## src/rtl/adv_input_stage.sv

```systemverilog
// rtl/adv_input_stage.sv - button synchroniser, debounce and one-at-a-time command issue
module adv_input_stage #(
   parameter int DEBOUNCE_CYCLES = 4,
   parameter int CNT_W           = 18,
   parameter int PULSE_CYCLES    = 2,
   parameter int GAP_CYCLES      = 2
) (
   input  logic clk,
   input  logic reset,
   input  logic btn_n,
   input  logic btn_s,
   input  logic btn_e,
   input  logic btn_w,
   input  logic sw,
   input  logic clear_inv,
   input  logic lock,
   output logic n,
   output logic s,
   output logic e,
   output logic w,
   output logic v,
   output logic busy
);

   // Timer must hold the larger of PULSE_CYCLES-1 and GAP_CYCLES-1.
   localparam int TW = $clog2((PULSE_CYCLES > GAP_CYCLES) ? PULSE_CYCLES + 1 : GAP_CYCLES + 1);
   localparam logic [CNT_W-1:0] DB_LAST    = CNT_W'(DEBOUNCE_CYCLES - 1);
   localparam logic [TW-1:0]    PULSE_LAST = TW'(PULSE_CYCLES - 1);
   localparam bit               HAS_GAP    = (GAP_CYCLES > 0);
   localparam logic [TW-1:0]    GAP_LAST   = HAS_GAP ? TW'(GAP_CYCLES - 1) : '0;

   typedef enum logic [1:0] {
      ST_IDLE  = 2'd0,
      ST_ISSUE = 2'd1,
      ST_GAP   = 2'd2
   } state_t;

   // Channel index 0..3 = n, s, e, w; lower index has higher priority.
   logic [3:0]       raw;
   logic [3:0]       sync1;
   logic [3:0]       sync2;
   logic [3:0]       stable;
   logic [CNT_W-1:0] db_cnt [4];
   logic [3:0]       mismatch;
   logic [3:0]       flip;
   logic [3:0]       rise;

   logic [3:0]       pending;
   logic [3:0]       pending_next;
   logic [3:0]       grant;
   logic [3:0]       cmd;
   logic [3:0]       cmd_next;
   logic [TW-1:0]    tcnt;
   logic [TW-1:0]    tcnt_next;
   state_t           state;
   state_t           state_next;

   assign raw = {btn_w, btn_e, btn_s, btn_n};

   // Two-flop synchroniser for the asynchronous buttons.
   always_ff @(posedge clk) begin
      if (reset) begin
         sync1 <= '0;
         sync2 <= '0;
      end else begin
         sync1 <= raw;
         sync2 <= sync1;
      end
   end

   // A channel flips once its synchronised value has disagreed for DEBOUNCE_CYCLES edges in a row.
   always_comb begin
      mismatch = sync2 ^ stable;
      flip     = '0;
      for (int i = 0; i < 4; i++) begin
         flip[i] = mismatch[i] && (db_cnt[i] == DB_LAST);
      end
      rise = flip & ~stable;
   end

   // Debounce state: stable level plus consecutive-mismatch counter per channel.
   always_ff @(posedge clk) begin
      if (reset) begin
         stable <= '0;
         for (int i = 0; i < 4; i++) begin
            db_cnt[i] <= '0;
         end
      end else begin
         stable <= stable ^ flip;
         for (int i = 0; i < 4; i++) begin
            if (mismatch[i] && !flip[i]) begin
               db_cnt[i] <= db_cnt[i] + CNT_W'(1);
            end else begin
               db_cnt[i] <= '0;
            end
         end
      end
   end

   // Command FSM: pick the highest-priority pending press, hold it, then enforce the gap.
   always_comb begin
      state_next = state;
      cmd_next   = cmd;
      tcnt_next  = tcnt;
      grant      = '0;
      case (state)
         ST_IDLE: begin
            if (!lock && (pending != 4'b0000)) begin
               // Isolate the lowest set bit, i.e. the highest-priority request.
               grant      = pending & (~pending + 4'd1);
               cmd_next   = grant;
               tcnt_next  = PULSE_LAST;
               state_next = ST_ISSUE;
            end
         end
         ST_ISSUE: begin
            if (tcnt == '0) begin
               cmd_next = '0;
               if (HAS_GAP) begin
                  tcnt_next  = GAP_LAST;
                  state_next = ST_GAP;
               end else begin
                  state_next = ST_IDLE;
               end
            end else begin
               tcnt_next = tcnt - TW'(1);
            end
         end
         ST_GAP: begin
            if (tcnt == '0) begin
               state_next = ST_IDLE;
            end else begin
               tcnt_next = tcnt - TW'(1);
            end
         end
         default: begin
            state_next = ST_IDLE;
            cmd_next   = '0;
            tcnt_next  = '0;
         end
      endcase
      // A press on a channel that is already pending is absorbed; lock flushes everything.
      if (lock) begin
         pending_next = '0;
      end else begin
         pending_next = (pending | rise) & ~grant;
      end
   end

   // FSM, command register and pending flags.
   always_ff @(posedge clk) begin
      if (reset) begin
         state   <= ST_IDLE;
         cmd     <= '0;
         tcnt    <= '0;
         pending <= '0;
      end else begin
         state   <= state_next;
         cmd     <= cmd_next;
         tcnt    <= tcnt_next;
         pending <= pending_next;
      end
   end

   // Sword latch; an inventory clear beats a simultaneous pickup.
   always_ff @(posedge clk) begin
      if (reset) begin
         v <= 1'b0;
      end else if (clear_inv) begin
         v <= 1'b0;
      end else if (sw) begin
         v <= 1'b1;
      end
   end

   assign n    = cmd[0];
   assign s    = cmd[1];
   assign e    = cmd[2];
   assign w    = cmd[3];
   assign busy = (state != ST_IDLE);

endmodule

```

## config.mk

```make
export PLATFORM = sky130hd
export DESIGN_NAME = adv_input_stage
export DESIGN_NICKNAME = d
export VERILOG_FILES = /design/src/rtl/adv_input_stage.sv
export SDC_FILE = /design/constraint.sdc
export NUM_CORES = 1
export LEC_CHECK = 0
export BUFFER_PORTS_ARGS = -buffer_cell sky130_fd_sc_hd__buf_2
export CORE_AREA = 4 4 106 108
export CTS_BUF_LIST = sky130_fd_sc_hd__clkbuf_8 sky130_fd_sc_hd__clkbuf_16
export DETAILED_ROUTE_END_ITERATION = 10
export DIE_AREA = 0 0 110 112
export SLEW_MARGIN = 10
export SYNTH_ARGS = -nofsm -noshare
export SYNTH_HDL_FRONTEND = slang
export SYNTH_SLANG_ARGS = --single-unit
```

## constraint.sdc

```tcl
create_clock -name clk -period 5.5 [get_ports clk]
set_input_delay 0.275 -clock clk [delete_from_list [all_inputs] [get_ports clk]]
set_output_delay 0.275 -clock clk [all_outputs]
set_load 0.01 [all_outputs]
```

Word-level counts from Yosys, hierarchy flattened
Memory sizes are Yosys's and may differ from the RTL's.
Cells that the tools add are included.
{ "totals": {"ff_bits": 25, "mem_bits_rw": 72, "input_bits": 9, "out_inout_bits": 6, "n_memories": 1} }
{ "memory_table": {"columns": ["memory", "depth", "width", "read_ports", "rd_ports_with_merged_regs", "wr", "line", "rtl"], "rows": [
  ["db_cnt", 4, 18, 4, 0, 4, "43", "logic [CNT_W-1:0] db_cnt [4];"]
]} }
{ "op_classes": {"bitwise": 18, "add_sub_neg": 6, "eq_ne": 10, "reduce_logical": 23, "mux": 46} }
{ "op_table": {"columns": ["op", "n"], "rows": [
  ["2-to-1 mux 18 bit", 8],
  ["adder 18 x 1 -> 18 bit, second input constant", 4],
  ["equality test 18 x 2 -> 1 bit, second input constant", 4],
  ["2-to-1 mux 1 bit", 26],
  ["2-to-1 mux 4 bit", 4],
  ["bitwise AND 4 bit", 3],
  ["inverter 4 bit", 3],
  ["case mux 2 bit (3 select lines)", 2],
  ["case mux 4 bit (3 select lines)", 1],
  ["2-to-1 mux 2 bit", 5],
  ["logical AND 1 bit", 9],
  ["inequality test 2 bit, second input constant", 4],
  ["bitwise OR 1 bit", 8],
  ["XOR 4 bit", 2],
  ["AND reduction 3 bit", 2],
  ["logical NOT 1 bit", 5],
  ["adder 4 x 1 -> 4 bit, second input constant", 1],
  ["logical NOT 2 bit", 2],
  ["bitwise OR 4 bit", 1],
  ["nonzero test 4 bit", 1],
  ["OR reduction 2 bit", 2],
  ["equality test 2 x 1 -> 1 bit, second input constant", 1],
  ["equality test 2 bit, second input constant", 1],
  ["AND reduction 2 bit", 1],
  ["other kinds (3)", 3]
]} }

Longest topological paths before layout
Gate-level depths: netlist of run 1.
{ "logic_depth": {"word_depth": 9, "depth_mapped": 6, "mapped_depth_nobuf": 6} }

Worst setup path before layout of run 1
OpenSTA, ideal clock, no wires.
{ "synth_path": {"path_type": "register -> register", "startpoint": "memory db_cnt[0][0]", "endpoint": "memory db_cnt[0][10] (data pin)", "t_required_ps": 5243, "synth_period_minus_slack_ps": 1869, "slack_ps": 3631, "arrival_ps": 1612, "stages_incl_launch_ff": 7, "cell_sequence": "edfxtp_1 > ha_1 > nor4b_1 > nand4_1 > o21ai_1 > buf_2 > nor2_1"} }
{ "synth_rtl": {"columns": ["element", "line"], "rows": [
  ["start: declaration", "43"]
]} }

==> results of run 1 <==
-- flip-flops by register name, indices dropped and copies added, names as in the netlist, named ones only --
signal,count
sync1,4
state,2
sync2,4
db_cnt,72
pending,4
tcnt,2
cmd,4
v,1
-- worst reg2reg max path, stage by stage (launching register included) --
cell and delay (ns):
sky130_fd_sc_hd__edfxtp_1 0.42, sky130_fd_sc_hd__ha_1 0.24, sky130_fd_sc_hd__nor4b_1 0.30, sky130_fd_sc_hd__nand4_1 0.27, sky130_fd_sc_hd__o21ai_2 0.65, sky130_fd_sc_hd__nor2_1 0.12
-- worst max path at each step --
stage	end	from	slack, ns	cells after the start
global route	db_cnt[3][9]	db_cnt[3][0]	2.99	5
floorplan	db_cnt[0][10]	db_cnt[0][0]	3.63	6
CTS	db_cnt[0][8]	db_cnt[0][0]	2.98	5
detailed placement	db_cnt[1][4]	db_cnt[1][0]	3.00	5
global placement	db_cnt[1][14]	db_cnt[1][0]	3.06	5
finish	db_cnt[3][9]	db_cnt[3][0]	3.24	5
-- per-layer routing --
metal | global-route usage (%) | up-vias | wire, um
met5 | 0 | - | 0
met4 | 6.82 | 0 | 161
met3 | 2.43 | 13 | 223
met2 | 24.8 | 49 | 4250
met1 | 22.3 | 1744 | 4450
li1 | - | 1894 | -
-- per-stage QoR --
stage	hold WS [ns]	cell area [um^2]
after CTS	0.0391	5670
after global routing	0.0513	5680
after global placement	0.417	5470
final	0.0654	5680
after detailed placement	0.424	5470
after floorplan	0.352	5290
-- logic make-up after synthesis --
logic type	count (synthesis)	share of synthesized area, %
and+or+nand+nor	248	25.5
xor gates and xnor gates	60	10.5
adders and majority gates	6	1.49
muxes	3	0.597
other	1	0.0746
buffers and inverters	38	2.99
DFF	97	53.0
AOI/OAI and AO/OA	45	5.95
-- cell type report --
cell class / count / area (um^2)
Fill cell: 937 / 4550
Sequential cell: 97 / 2660
Multi-Input combinational cell: 434 / 2490
Clock buffer: 12 / 176
Tap cell: 136 / 170
Inverter: 23 / 86.3
Timing Repair Buffer: 14 / 70.1
Clock inverter: 4 / 23.8
-- placed cells by master (no fill, tap or decap), drive strengths merged, types with 7 or more instances in the layout --
master	count
nor3	21
nand2	20
or3	7
o21ai	13
nand4	25
nor4	26
xnor2	40
nor2	85
inv	25
nand2b	7
dfxtp	25
nand3	23
a21oi	12
clkbuf	12
nor2b	11
buf	14
conb	72
xor2	20
edfxtp	72
-- power breakdown --
group / internal, mW / leakage [nW] / switching, mW / total, mW
Sequential: 0.810 / 0.946 / 0.0310 / 0.841
Clock: 0.216 / 0.109 / 0.243 / 0.459
Combinational: 0.0248 / 0.889 / 0.0369 / 0.0617
Total: 1.05 / 1.94 / 0.311 / 1.36
==> results.txt, run 1 <==
The setup TNS after final layout is 0 ns. The part of the cycle the worst path needs came out at 41.2%. From synthesis to final layout, the design area changed by 12.9%. The number of slew-limit violations in the final report came to 0. The buffers plus inverters on the worst setup path came out at 0.

Once the floorplan was initialized, standard cells occupied 49.1% of the core. The worst setup path is launched from a register. The number of distinct library cells after synthesis is 43. The final core utilization is 55.5%. The number of antenna violations at the first check in global routing came out at 0. The global-route wire length before repair is 16000 um.

Entering global routing, the biggest net connects 30 pins. The internal reg-to-reg setup slack came out at 3.24 ns. Max-cap violations in this run came to 0. Using the TritonRoute via totals, the vias-per-cell ratio works out to 5.14.

The routability congestion estimate from global placement is 0.801. The number of antenna cells inserted is 0. The total number of nets in the final design is 594.

The via count of the first global-routing pass came out at 3568. The terminus of the critical flop-to-flop path is db_cnt[3][9]. The critical path class is register to register.

The height of the die is 112 um. The via count is 3700. Counting along the longest clock path gives a buffer depth of 2. The total area inside the core boundary comes to 10200 um^2. The highest fanout seen on the critical path came out at 17. The final layout contains routed wiring with a total length of 9090 um.

The cell count after placement came out at 704. In this run the critical register-to-register path is launched from db_cnt[3][0]. On the critical path, the stage with the largest delay is an instance of sky130_fd_sc_hd__o21ai_2. The total chip power came out at 1.36 mW. The Yosys step of the flow raised 0 warnings. The residual DRC count came out at 0.

The average wire per cell in the routed design is 12.6 um. The run finished with clean final reports. The wire-length estimate of the detail-placed layout is 6400 um.

The worst hold path stage count came out at 2. The startpoint identified for the worst hold timing path is clear_inv. The proportion of synthesized chip area in sequential cells came out at 53.0%. Data arrives at the worst endpoint at 2.35 ns. IR analysis of the VDD net gives a maximum drop of 0.116 mV. The count of input and output buffers came out at 14. The number of cells traversed by the worst register-to-register path is 5. The register clock-pin slew on the reported worst setup and hold paths came out at 0.09 ns. After the flow finishes, the layout carries non-filler instances totaling 720. The number of synthesized flops with an enable pin came out at 72. The clock sink count is 97. At the later pin of the worst-skew pair, clock insertion delay measures 0.36 ns. Once the clock tree was built, the setup fixing pass inserted 0 buffers. The top-level I/O count is 15. The placement row count came out at 37. The proportion of netlist area held by the largest area contributor is 43.0%. The signal on the critical path passes through ha_1 -> nor4b_1 -> nand4_1 -> o21ai_2 -> nor2_1. The die extent in x came out at 110 um. A synthesized cell averages 10.1 um^2. The worst-case hold path end point is v. TritonCTS built the clock tree. In this run the worst hold path is classified as input pin to register.

In this run the cell area of the synthesized design comes to 5030 um^2. After technology mapping, the gate count stands at 498. The biggest area contributor in the post-synthesis netlist is sky130_fd_sc_hd__edfxtp_1.

The number of cells upsized or downsized after cts is 0. On the final layout, the worst clock skew is 0.00735 ns. In this run the clock root is driven by a sky130_fd_sc_hd__clkbuf_8. The number of levels the H-tree was split into is 3.

The number of clock buffers added by TritonCTS is 9. The count of state elements after synthesis is 97. The count of nets left with antenna violations once routing finished came out at 0. Cells with a size suffix above 1 make up 6.68% of the layout. The number of failing setup endpoints in the final timing report is 0.

The total congestion overflow after global routing came out at 0. The worst stage delay on the critical path came out at 0.65 ns. At the pin with the least slew margin, the transition time is 0.773 ns. The number of hold violations in the final report came out at 0. For this design, the CTS-stage hold fixing added 0 buffers. The pre-CTS worst setup slack came out at 3.00 ns. The number of DRC markers in iteration 0 came out at 134.

Setup repair after global routing left no endpoint under its margin. Before antenna repair, the detailed router went through 4 iterations. The most used flip-flop cell after synthesis is sky130_fd_sc_hd__edfxtp_1. The worst slew slack as a fraction of its limit is 48.5%. Once routing completed, OpenROAD measured the worst setup slack at 3.24 ns. The async set-reset flop share out of synthesis came out at 0%.

The most repeated cell in the gate-level netlist after synthesis is sky130_fd_sc_hd__nor2_1. The area of the die came out at 12300 um^2. The routed design could run at a clock period as short as 2.26 ns. The required time at the worst-slack endpoint is 5.59 ns.

The family with the most delay on the worst path is simple AND/OR/NAND/NOR gates. The power density of the placed cells is 240 nW/um^2. By count the netlist is led by 85 x sky130_fd_sc_hd__nor2_1, 72 x sky130_fd_sc_hd__edfxtp_1, 40 x sky130_fd_sc_hd__xnor2_1. The overall global routing resource usage came out at 16.0%. The leakage power is 1.94 nW. Ranked by total cell area, the synthesized netlist is headed by sky130_fd_sc_hd__edfxtp_1 43%, sky130_fd_sc_hd__dfxtp_1 10%, sky130_fd_sc_hd__xnor2_1 7.0%.

STA classifies the critical path endpoint as a register. The achievable clock frequency is 442 MHz.
No activity file was read; power rests on OpenSTA's default activity.
==> inputs of run 2 (changes only) <==
PLACE_DENSITY = 0.67   (was default)
clock period = 1.85 ns   (was 5.5 ns; I/O delays follow)
==> results.txt, run 2 (synthesis results as in run 1) <==
The maximum clock skew at final layout is 0.0102 ns. Setup violations remaining at the end of the flow were counted as 0. The number of clock buffers inserted by TritonCTS came out at 9. In the routed design, unresolved DRC markers number 0. The number of DRC markers in iteration 0 is 128. Broken down by cell family, the worst path's largest delay share belongs to simple AND/OR/NAND/NOR gates.

The pre-CTS worst setup slack came out at 0.0273 ns. STA classifies the critical path startpoint as a register. The area of all sequential standard cells is 2660 um^2. The via count is 3832. During placement, the flow inserted port buffers numbering 14. The total of fill cells in the finished design came out at 900.

The average wire per cell in the routed design is 12.0 um. The height of the die came out at 112 um. The number of hold violations in the final report is 0. TritonCTS built the clock tree.

The number of levels the H-tree was split into came out at 3. The part of the cycle the worst path needs is 94.9%. The number of slew-limit violations in the final report is 0.

Counting both buffers and inverters, the worst setup path holds a total of 0. The via count of the first global-routing pass came out at 3613. The terminus of the critical flop-to-flop path is db_cnt[1][16].

The routed via count divided by cell count came out at 5.00. The number of antenna violations at the first check in global routing is 0. The highest fanout seen on the critical path is 4. For hold timing, the worst endpoint is cmd[3]. The register with the most flip-flops in the layout has 72 of them. The critical path is of the register to register type. The core footprint is 10200 um^2. The top-level I/O count came out at 15. The first global-routing pass estimated 15700 um of wire. In this run the critical register-to-register path is launched from db_cnt[1][0]. The setup TNS after final layout came out at 0 ns. The worst stage delay on the critical path came out at 0.42 ns. The signal arrival time at the worst endpoint is 1.97 ns. The share of final-layout standard cells stronger than drive strength 1 came out at 13.8%.

The final critical path time including I/O delays and setup is 1.76 ns. The total area of multi-input combinational cells is 2550 um^2. The analysis attributes to cell leakage a power of 2.17 nW. The startpoint identified for the worst hold timing path is reset.

The total congestion overflow after global routing is 0. The repair_antennas step left the layout with diodes totalling 0. The number of violations of the max-capacitance limit is 0. The run finished with clean final reports. For the pin with the worst max-slew slack, the measured transition is 0.656 ns. The internal reg-to-reg setup slack came out at 0.09 ns. The half-perimeter wire length of the detailed placement result came out at 6740 um.

The largest individual stage delay along the critical path comes from the cell sky130_fd_sc_hd__or4_1. The register clock-pin slew on the reported worst setup and hold paths is 0.10 ns. The tightest min-delay check is of the input pin to register type.

Leaving out fill and tap cells, the most frequent cells in the layout are 85 x sky130_fd_sc_hd__nor2_1, 72 x sky130_fd_sc_hd__edfxtp_1, 72 x sky130_fd_sc_hd__conb_1. The achievable clock frequency is 570 MHz. The library cell used most frequently in the layout, excluding fill and tap cells, is sky130_fd_sc_hd__nor2_1.

The worst-skew pair later-pin latency is 0.36 ns. For the worst setup path, the data required time is 2.06 ns. In this run the power density over the cells is 655 nW/um^2. The most flop-heavy register is db_cnt.

Counting every sink on the clock net gives 97. The placement row count is 37. Counting instances, the worst hold path has a depth of 2.

The worst slew slack as a fraction of its limit is 55.9%. Traced cell by cell, the critical path runs through ha_2 -> nand3_1 -> or4_1 -> or3_1 -> a21oi_1. The master cell of the clock root buffer is sky130_fd_sc_hd__clkbuf_8.

The setup slack after layout is 0.0949 ns. Counting cells, the worst reg-to-reg path comes to 5. The final wirelength came out at 9230 um.

In this run the remaining antenna-violating nets after routing total 0. The critical path capture point type is a register. The overall global routing resource usage is 15.6%. The die extent in x is 110 um. The die covers 12300 um^2. The total number of nets in the final design is 641. The routability congestion estimate from global placement came out at 0.845. The relative area change from synthesis to final layout came out at 21.2%.

The final core utilization is 59.5%. The maximum clock path buffer count came out at 2. The largest net degree at the start of global routing is 18. Once the floorplan was initialized, standard cells occupied 49.1% of the core. Across the VDD grid, the largest voltage drop is 0.441 mV.

The detailed-router iteration count before antenna repair is 4.
## run 2: worst reg2reg max path: stages (launching register included)
cell                       delay (ns)
sky130_fd_sc_hd__edfxtp_1        0.41
sky130_fd_sc_hd__ha_2            0.24
sky130_fd_sc_hd__nand3_1         0.10
sky130_fd_sc_hd__or4_1           0.42
sky130_fd_sc_hd__or3_1           0.31
sky130_fd_sc_hd__a21oi_1         0.14
## run 2: metrics by stage
stage / hold WS (ns) / instance area (um^2) / instances / power, mW
final: 0.0982 / 6090 / 767 / 3.99
after global routing: 0.107 / 6090 / 767 / 4.19
after CTS: 0.0869 / 6010 / 764 / 4.04
after detailed placement: 0.261 / 5770 / 742 / 2.76
after global placement: 0.255 / 5770 / 742 / 2.76
after floorplan: 0.169 / 5300 / 569 / 2.67
## run 2: layout make-up
cell class	instances	area share, %
well taps	136	2.79
inverters	23	1.42
multi-input cells	434	41.8
clock inverters	6	0.431
flip-flops and latches	97	43.7
repair buffers	61	7.40
clock buffers	10	2.44
## run 2: how the worst max path moves through the flow
stage | startpoint | cells after the start | slack, ns | end
2_1_floorplan | db_cnt[1][0] | 6 | 0.004 | db_cnt[1][10]
3_3_place_gp | db_cnt[0][0] | 5 | 0.07 | pending[0]
3_5_place_dp | db_cnt[0][0] | 5 | 0.03 | pending[0]
4_1_cts | db_cnt[0][0] | 5 | 0.0006 | pending[0]
5_1_grt | db_cnt[1][6] | 5 | -0.03 | db_cnt[1][14]
6_report | db_cnt[1][0] | 5 | 0.09 | db_cnt[1][16]
## run 2: timing repair
action                                  in CTS  in global routing
endpoints found under the setup margin       0                 75
setup buffers                                0                  3
endpoints found under the hold margin        5                  0
hold buffers                                 6                  0
gates resized for setup                      0                 11
## run 2: metal layers
metal  vias to the layer above  part of all wire, %  track usage (%)
met3                        13                  2.7             3.25
li1                       1986                    -                -
met1                      1796                   48             21.0
met5                         -                    0                0
met2                        37                   48             25.3
met4                         0                  1.3             4.32
## run 2: power breakdown
part	internal [mW]	total [mW]	switching, mW
Sequential	2.41	2.49	0.0785
Clock	0.551	1.26	0.704
Combinational	0.115	0.250	0.135
